## src/rtl/logic_pod_pkg.sv

```systemverilog
// Shared layout definitions for the logic pod capture packer and its readout serializer.
package logic_pod_pkg;

  localparam int BLOCK_W         = 17;
  localparam int BLOCKS_PER_WORD = 7;
  localparam int WORD_W          = 128;
  localparam int PAYLOAD_W       = BLOCK_W * BLOCKS_PER_WORD;

  localparam int COUNT_HI = 127;
  localparam int COUNT_LO = 120;
  localparam int RSVD_BIT = 119;

  typedef struct packed {
    logic        format;
    logic [15:0] data;
  } logic_pod_block_t;

  typedef struct packed {
    logic [7:0]           count;
    logic                 rsvd;
    logic [PAYLOAD_W-1:0] blocks;
  } logic_pod_word_t;

  // A header is usable when the count fits in one word and the reserved bit is clear.
  function automatic logic header_ok(input logic [WORD_W-1:0] w);
    return (w[COUNT_HI:COUNT_LO] <= 8'd7) && !w[RSVD_BIT];
  endfunction

  // Pushes the n valid blocks to the top of the payload so the oldest sits in the top 17 bits.
  function automatic logic [PAYLOAD_W-1:0] align_blocks(input logic [PAYLOAD_W-1:0] blocks,
                                                        input logic [2:0]           n);
    return blocks << (BLOCK_W * (BLOCKS_PER_WORD - int'(n)));
  endfunction

endpackage

```

## src/rtl/logic_pod_word_unpacker.sv

```systemverilog
// Streams the blocks of one loaded word oldest-first and flags the end of short words.
module logic_pod_word_unpacker
  import logic_pod_pkg::*;
(
  input  logic                 clk,
  input  logic                 rst,
  input  logic                 load_i,
  input  logic [2:0]           loadCount_i,
  input  logic [PAYLOAD_W-1:0] loadBlocks_i,
  input  logic                 outReady_i,
  output logic                 outValid_o,
  output logic_pod_block_t     outBlock_o,
  output logic                 outFlush_o,
  output logic                 canLoad_o,
  output logic                 empty_o
);

  logic [PAYLOAD_W-1:0] shiftReg_q, shiftReg_d;
  logic [2:0]           remain_q, remain_d;
  logic                 short_q, short_d;
  logic                 accept;
  logic                 lastAccept;

  // Output view and handshake: the current block is always the top of the shift register.
  always_comb begin
    empty_o    = (remain_q == 3'd0);
    outValid_o = !empty_o;
    outBlock_o = logic_pod_block_t'(shiftReg_q[PAYLOAD_W-1 -: BLOCK_W]);
    accept     = outValid_o && outReady_i;
    lastAccept = accept && (remain_q == 3'd1);
    canLoad_o  = empty_o || lastAccept;
    outFlush_o = (lastAccept && short_q) || (load_i && (loadCount_i == 3'd0));
  end

  // Next state: a load replaces the word outright, otherwise each accepted beat shifts one block out.
  always_comb begin
    shiftReg_d = shiftReg_q;
    remain_d   = remain_q;
    short_d    = short_q;
    if (load_i) begin
      shiftReg_d = align_blocks(loadBlocks_i, loadCount_i);
      remain_d   = loadCount_i;
      short_d    = (loadCount_i != 3'd7);
    end else if (accept) begin
      shiftReg_d = shiftReg_q << BLOCK_W;
      remain_d   = remain_q - 3'd1;
    end
  end

  // Word state register; reset empties it so nothing stale can be emitted.
  always_ff @(posedge clk or posedge rst) begin
    if (rst) begin
      shiftReg_q <= '0;
      remain_q   <= 3'd0;
      short_q    <= 1'b0;
    end else begin
      shiftReg_q <= shiftReg_d;
      remain_q   <= remain_d;
      short_q    <= short_d;
    end
  end

endmodule

```

## src/rtl/logic_pod_serialization.sv

```systemverilog
// Pops packed capture words from the CDC FIFO and re-emits their 17-bit blocks as a stream.
module logic_pod_serialization
  import logic_pod_pkg::*;
#(
  parameter int ERR_CNT_W = 16
) (
  input  logic                 clk,
  input  logic                 rst,
  input  logic                 fifo_empty,
  output logic                 fifo_rd,
  input  logic [WORD_W-1:0]    fifo_rdata,
  output logic                 out_valid,
  input  logic                 out_ready,
  output logic                 out_format,
  output logic [15:0]          out_data,
  output logic                 out_flush,
  output logic                 err_bad_count,
  output logic [ERR_CNT_W-1:0] err_count
);

  logic_pod_word_t      holdWord_q, holdWord_d;
  logic                 holdValid_q, holdValid_d;
  logic                 inFlight_q, inFlight_d;
  logic [ERR_CNT_W-1:0] errCount_q, errCount_d;

  logic             holdGood;
  logic             holdIsEmptyFlush;
  logic             holdConsume;
  logic             unpackLoad;
  logic             badDrop;
  logic             canLoad;
  logic             unpackEmpty;
  logic_pod_block_t outBlock;

  // Decide what happens to the held word. An empty flush word only loads into an idle unpacker so its
  // flush pulse can never merge with the end-of-word pulse of the word ahead of it.
  always_comb begin
    holdGood         = header_ok(holdWord_q);
    holdIsEmptyFlush = holdGood && (holdWord_q.count == 8'd0);
    holdConsume      = holdValid_q && (holdIsEmptyFlush ? unpackEmpty : canLoad);
    unpackLoad       = holdConsume && holdGood;
    badDrop          = holdConsume && !holdGood;
    fifo_rd          = !rst && !fifo_empty && !inFlight_q && (!holdValid_q || holdConsume);
    err_bad_count    = badDrop;
    err_count        = errCount_q;
  end

  // Prefetch bookkeeping and the saturating dropped-word counter.
  always_comb begin
    holdWord_d  = holdWord_q;
    holdValid_d = holdValid_q;
    inFlight_d  = fifo_rd;
    errCount_d  = errCount_q;
    if (holdConsume) begin
      holdValid_d = 1'b0;
    end
    if (inFlight_q) begin
      holdWord_d  = logic_pod_word_t'(fifo_rdata);
      holdValid_d = 1'b1;
    end
    if (badDrop && (errCount_q != '1)) begin
      errCount_d = errCount_q + 1'b1;
    end
  end

  // Prefetch and error registers; reset drops the held word and forgets any read in flight.
  always_ff @(posedge clk or posedge rst) begin
    if (rst) begin
      holdWord_q  <= '0;
      holdValid_q <= 1'b0;
      inFlight_q  <= 1'b0;
      errCount_q  <= '0;
    end else begin
      holdWord_q  <= holdWord_d;
      holdValid_q <= holdValid_d;
      inFlight_q  <= inFlight_d;
      errCount_q  <= errCount_d;
    end
  end

  logic_pod_word_unpacker u_unpacker (
    .clk          (clk),
    .rst          (rst),
    .load_i       (unpackLoad),
    .loadCount_i  (holdWord_q.count[2:0]),
    .loadBlocks_i (holdWord_q.blocks),
    .outReady_i   (out_ready),
    .outValid_o   (out_valid),
    .outBlock_o   (outBlock),
    .outFlush_o   (out_flush),
    .canLoad_o    (canLoad),
    .empty_o      (unpackEmpty)
  );

  // Split the current block onto the stream fields.
  always_comb begin
    out_format = outBlock.format;
    out_data   = outBlock.data;
  end

endmodule
```

## config.mk

```make
export PLATFORM = sky130hd
export DESIGN_NAME = logic_pod_serialization
export DESIGN_NICKNAME = d
export VERILOG_FILES = /design/src/rtl/logic_pod_pkg.sv /design/src/rtl/logic_pod_word_unpacker.sv /design/src/rtl/logic_pod_serialization.sv
export SDC_FILE = /design/constraint.sdc
export NUM_CORES = 1
export LEC_CHECK = 0
export BUFFER_PORTS_ARGS = -buffer_cell sky130_fd_sc_hd__clkbuf_2
export CAP_MARGIN = 20
export CORE_MARGIN = 1
export CORE_UTILIZATION = 50
export CTS_BUF_LIST = sky130_fd_sc_hd__clkbuf_8
export DETAILED_ROUTE_END_ITERATION = 7
export PLACE_DENSITY = 0.7
export SLEW_MARGIN = 20
export SYNTH_ARGS = -nofsm -noshare
export SYNTH_HDL_FRONTEND = slang
export SYNTH_SLANG_ARGS = --single-unit
```

## constraint.sdc

```tcl
create_clock -name clk -period 12.63 [get_ports clk]
set_clock_uncertainty 0.2 [all_clocks]
set_input_delay 1.263 -clock clk [delete_from_list [all_inputs] [get_ports clk]]
set_output_delay 1.263 -clock clk [all_outputs]
set_load 0.02 [all_outputs]
```

==> results_dict.tcl <==
set metrics [dict create \
    synth_area_per_cell_sq_um 11.49 \
    dieArea_sq_um 29210 \
    ys_ff_latch 269 \
    setup_viol 0 \
    antenna_found_initial 0 \
    min_from "err_count[12]$_DFFE_PP0P_" \
    finalSetupTns_ps 0 \
    routed_via_density 6.247 \
    seq_area_sq_um 6744 \
    io-pin-count 169 \
    worst-r2r-cell-count 7 \
    ctsHoldBuffers 0 \
    r2r-start "holdWord_q[122]$_DFFE_PP0P_" \
    netlist_area_sq_um 14260 \
    r2r_end "u_unpacker.shiftReg_q[86]$_DFFE_PP0P_" \
    vias 10994 \
    worstSkewPairLatency_ps 560 \
    yosys.area.top_type "dfrtp_1" \
    numCtsBuffers 46 \
    path_max_fanout 28 \
    syn_nets 1377 \
    grt.total_usage_pct 26.88 \
    drcViolationCount 0 \
    wl_per_cell_um 21.74 \
    multi_input_area_sq_um 6908 \
    synth_flop_cell "dfrtp_1" \
    netlist_instances 1241 \
    die_y_um 170.9 \
    crit_type "input port to output pin" \
    nets 1482 \
    netlist_top_cells_count "269 x dfrtp_1, 210 x nand2_1, 164 x mux2_2" \
    min_period_ps 4492 \
    placed_cell_area_sq_um 15110 \
    gp_congestion 0.8694 \
    cts_root_buf "clkbuf_8" \
    synth_top_area_share_pct 47.20 \
    hold_viol 0 \
    r2r_setup_slack_ps 8550 \
    slew_headroom_pct 26.36 \
    postSynth.asyncResetShare_pct 100.0 \
    holdPathStages 1 \
    cts_setup_buffers 0 \
    cts_max_level 2 \
    period_share_pct 35.56 \
    grt_pass1_vias 10463 \
    worstHoldEndpoint "err_count[12]$_DFFE_PP0P_" \
    powerDensity_nw_per_um2 255.6 \
    num_antenna_cells 0 \
    grt_pass1_wl_mm 60.24 \
    cts_tree "yes" \
    synth_most_common_cell "dfrtp_1" \
    areaGrowthSynthToFinish_pct 13.07 \
    core.rowCount 61 \
    wl_mm 38.26 \
    end_kind "output pin" \
    outcome "complete, no violations" \
    grt_setup_unrepaired "no" \
    drtAntennaViolNets 0 \
    core_sq_um 27930 \
    cap_violations 0 \
    n_fill_cell 2387 \
    grt-ovfl-total 0 \
    drive_gt1_share_pct 36.54 \
    worst_pin_slew_ps 1105 \
    ctsResizeCount 0 \
    start_util_pct 51.06 \
    dr.pass1.iters 8 \
    leakagePower_nw 7.036 \
    cp-start-kind "input port" \
    max_freq_mhz 222.6 \
    arrival_ps 3030 \
    cts.clk_slew.worst_paths_ps 60 \
    synth_edf_count 0 \
    dpl.hpwl_mm 25.66 \
    yosys-top-cells-area "dfrtp_1 47%, mux2_2 13%, mux4_2 11%, nand2_1 5.5%, a31oi_1 3.4%" \
    drt_iter0_drc 1165 \
    clk_path_buf_depth 3 \
    fin_area_sq_um 16130 \
    yosys_warnings 0 \
    hp-class "register to register" \
    grt_max_degree 137 \
    dieWidth_um 170.9 \
    vdd_ir_drop_max_uv 134.9 \
    slew_violations 0 \
    synth_cell_types 53 \
    clock-sinks 269 \
    yosysSeqAreaShare_pct 47.20 \
    crit_required_ps 11170 \
    port_buffers 168 \
]
==> worst max path at each step <==
stage,slack [ps],endpoint,start,cells past startpoint
2_1_floorplan,3760,err_count[0]$_DFFE_PP0P_,rst,1
3_3_place_gp,8140,out_flush,out_ready,8
3_5_place_dp,8130,out_flush,out_ready,8
4_1_cts,8130,out_flush,out_ready,8
5_1_grt,8000,out_flush,out_ready,8
6_report,8140,out_flush,out_ready,8
==> routing by layer <==
| metal | vias up | global-route usage (%) | share of wire [%] |
|---|---|---|---|
| li1 | 4804 | - | - |
| met4 | 0 | 8.773 | 2.6 |
| met2 | 591 | 35.65 | 41 |
| met1 | 5525 | 42.34 | 46 |
| met3 | 74 | 6.847 | 11 |
| met5 | - | 0 | 0 |
==> worst max-delay path: stages <==
cell and delay, ps:
clkbuf_2 130, or4bb_1 470, o21ai_1 290, and3_1 200, buf_4 300, nand2_1 80
o21ai_0 110, clkbuf_2 200
==> logic make-up after synthesis <==
family / count (synthesis) / synth area share, %
XOR/XNOR: 17 / 1.044
AND/OR/NAND/NOR: 301 / 8.992
multiplexers: 265 / 26.27
AO/OA/AOI/OAI: 252 / 11.58
flip-flops: 269 / 47.20
adder cells (fa/ha/maj): 4 / 0.3509
buffers and inverters: 133 / 4.562
==> sequential cells by signal, indices dropped and copies added, names as in the netlist <==
name / cells
holdWord_q: 128
u_unpacker.shiftReg_q: 119
err_count: 16
u_unpacker.remain_q: 3
holdValid_q: 1
inFlight_q: 1
u_unpacker.short_q: 1
==> layout make-up <==
class	count	area share [%]
Clock buffer	66	5.633
Clock inverter	18	0.6595
Inverter	8	0.2328
Multi-Input combinational cell	839	42.84
Sequential cell	269	41.82
Tap cell	378	2.933
Timing Repair Buffer	182	5.889
==> power breakdown <==
part | total (W) | switching (W) | internal [W] | leakage (nW)
combinational | 0.00170 | 0.000847 | 0.000852 | 3.04
clock | 0.000849 | 0.000367 | 0.000482 | 0.563
sequential | 0.00157 | 0.000420 | 0.00115 | 3.44
==> placed cells by master (no fill, tap or decap), drive strengths merged, types with 19 or more instances in the layout <==
cell type	count
dfrtp	269
mux4	71
a221oi	25
nor2	30
o21ai	35
nand3	24
mux2	165
nand2	210
a21oi	48
inv	19
a31oi	78
clkbuf	234
mux2i	29
==> stage by stage <==
stage | total power [W] | hold slack [ps] | util, % | setup WS [ps] | cells
after floorplan | 0.002721 | 249.8 | - | 3757 | 1241
after global placement | 0.003204 | 282.4 | 54.08 | 8136 | 1676
after detailed placement | 0.003232 | 290.3 | 54.08 | 8128 | 1676
after CTS | 0.004089 | 299.4 | 57.72 | 8127 | 1760
after global routing | 0.004315 | 321.1 | 57.73 | 7998 | 1760
final | 0.004122 | 302.3 | 57.73 | 8138 | 1760
Power figures use the tool's default switching activity.
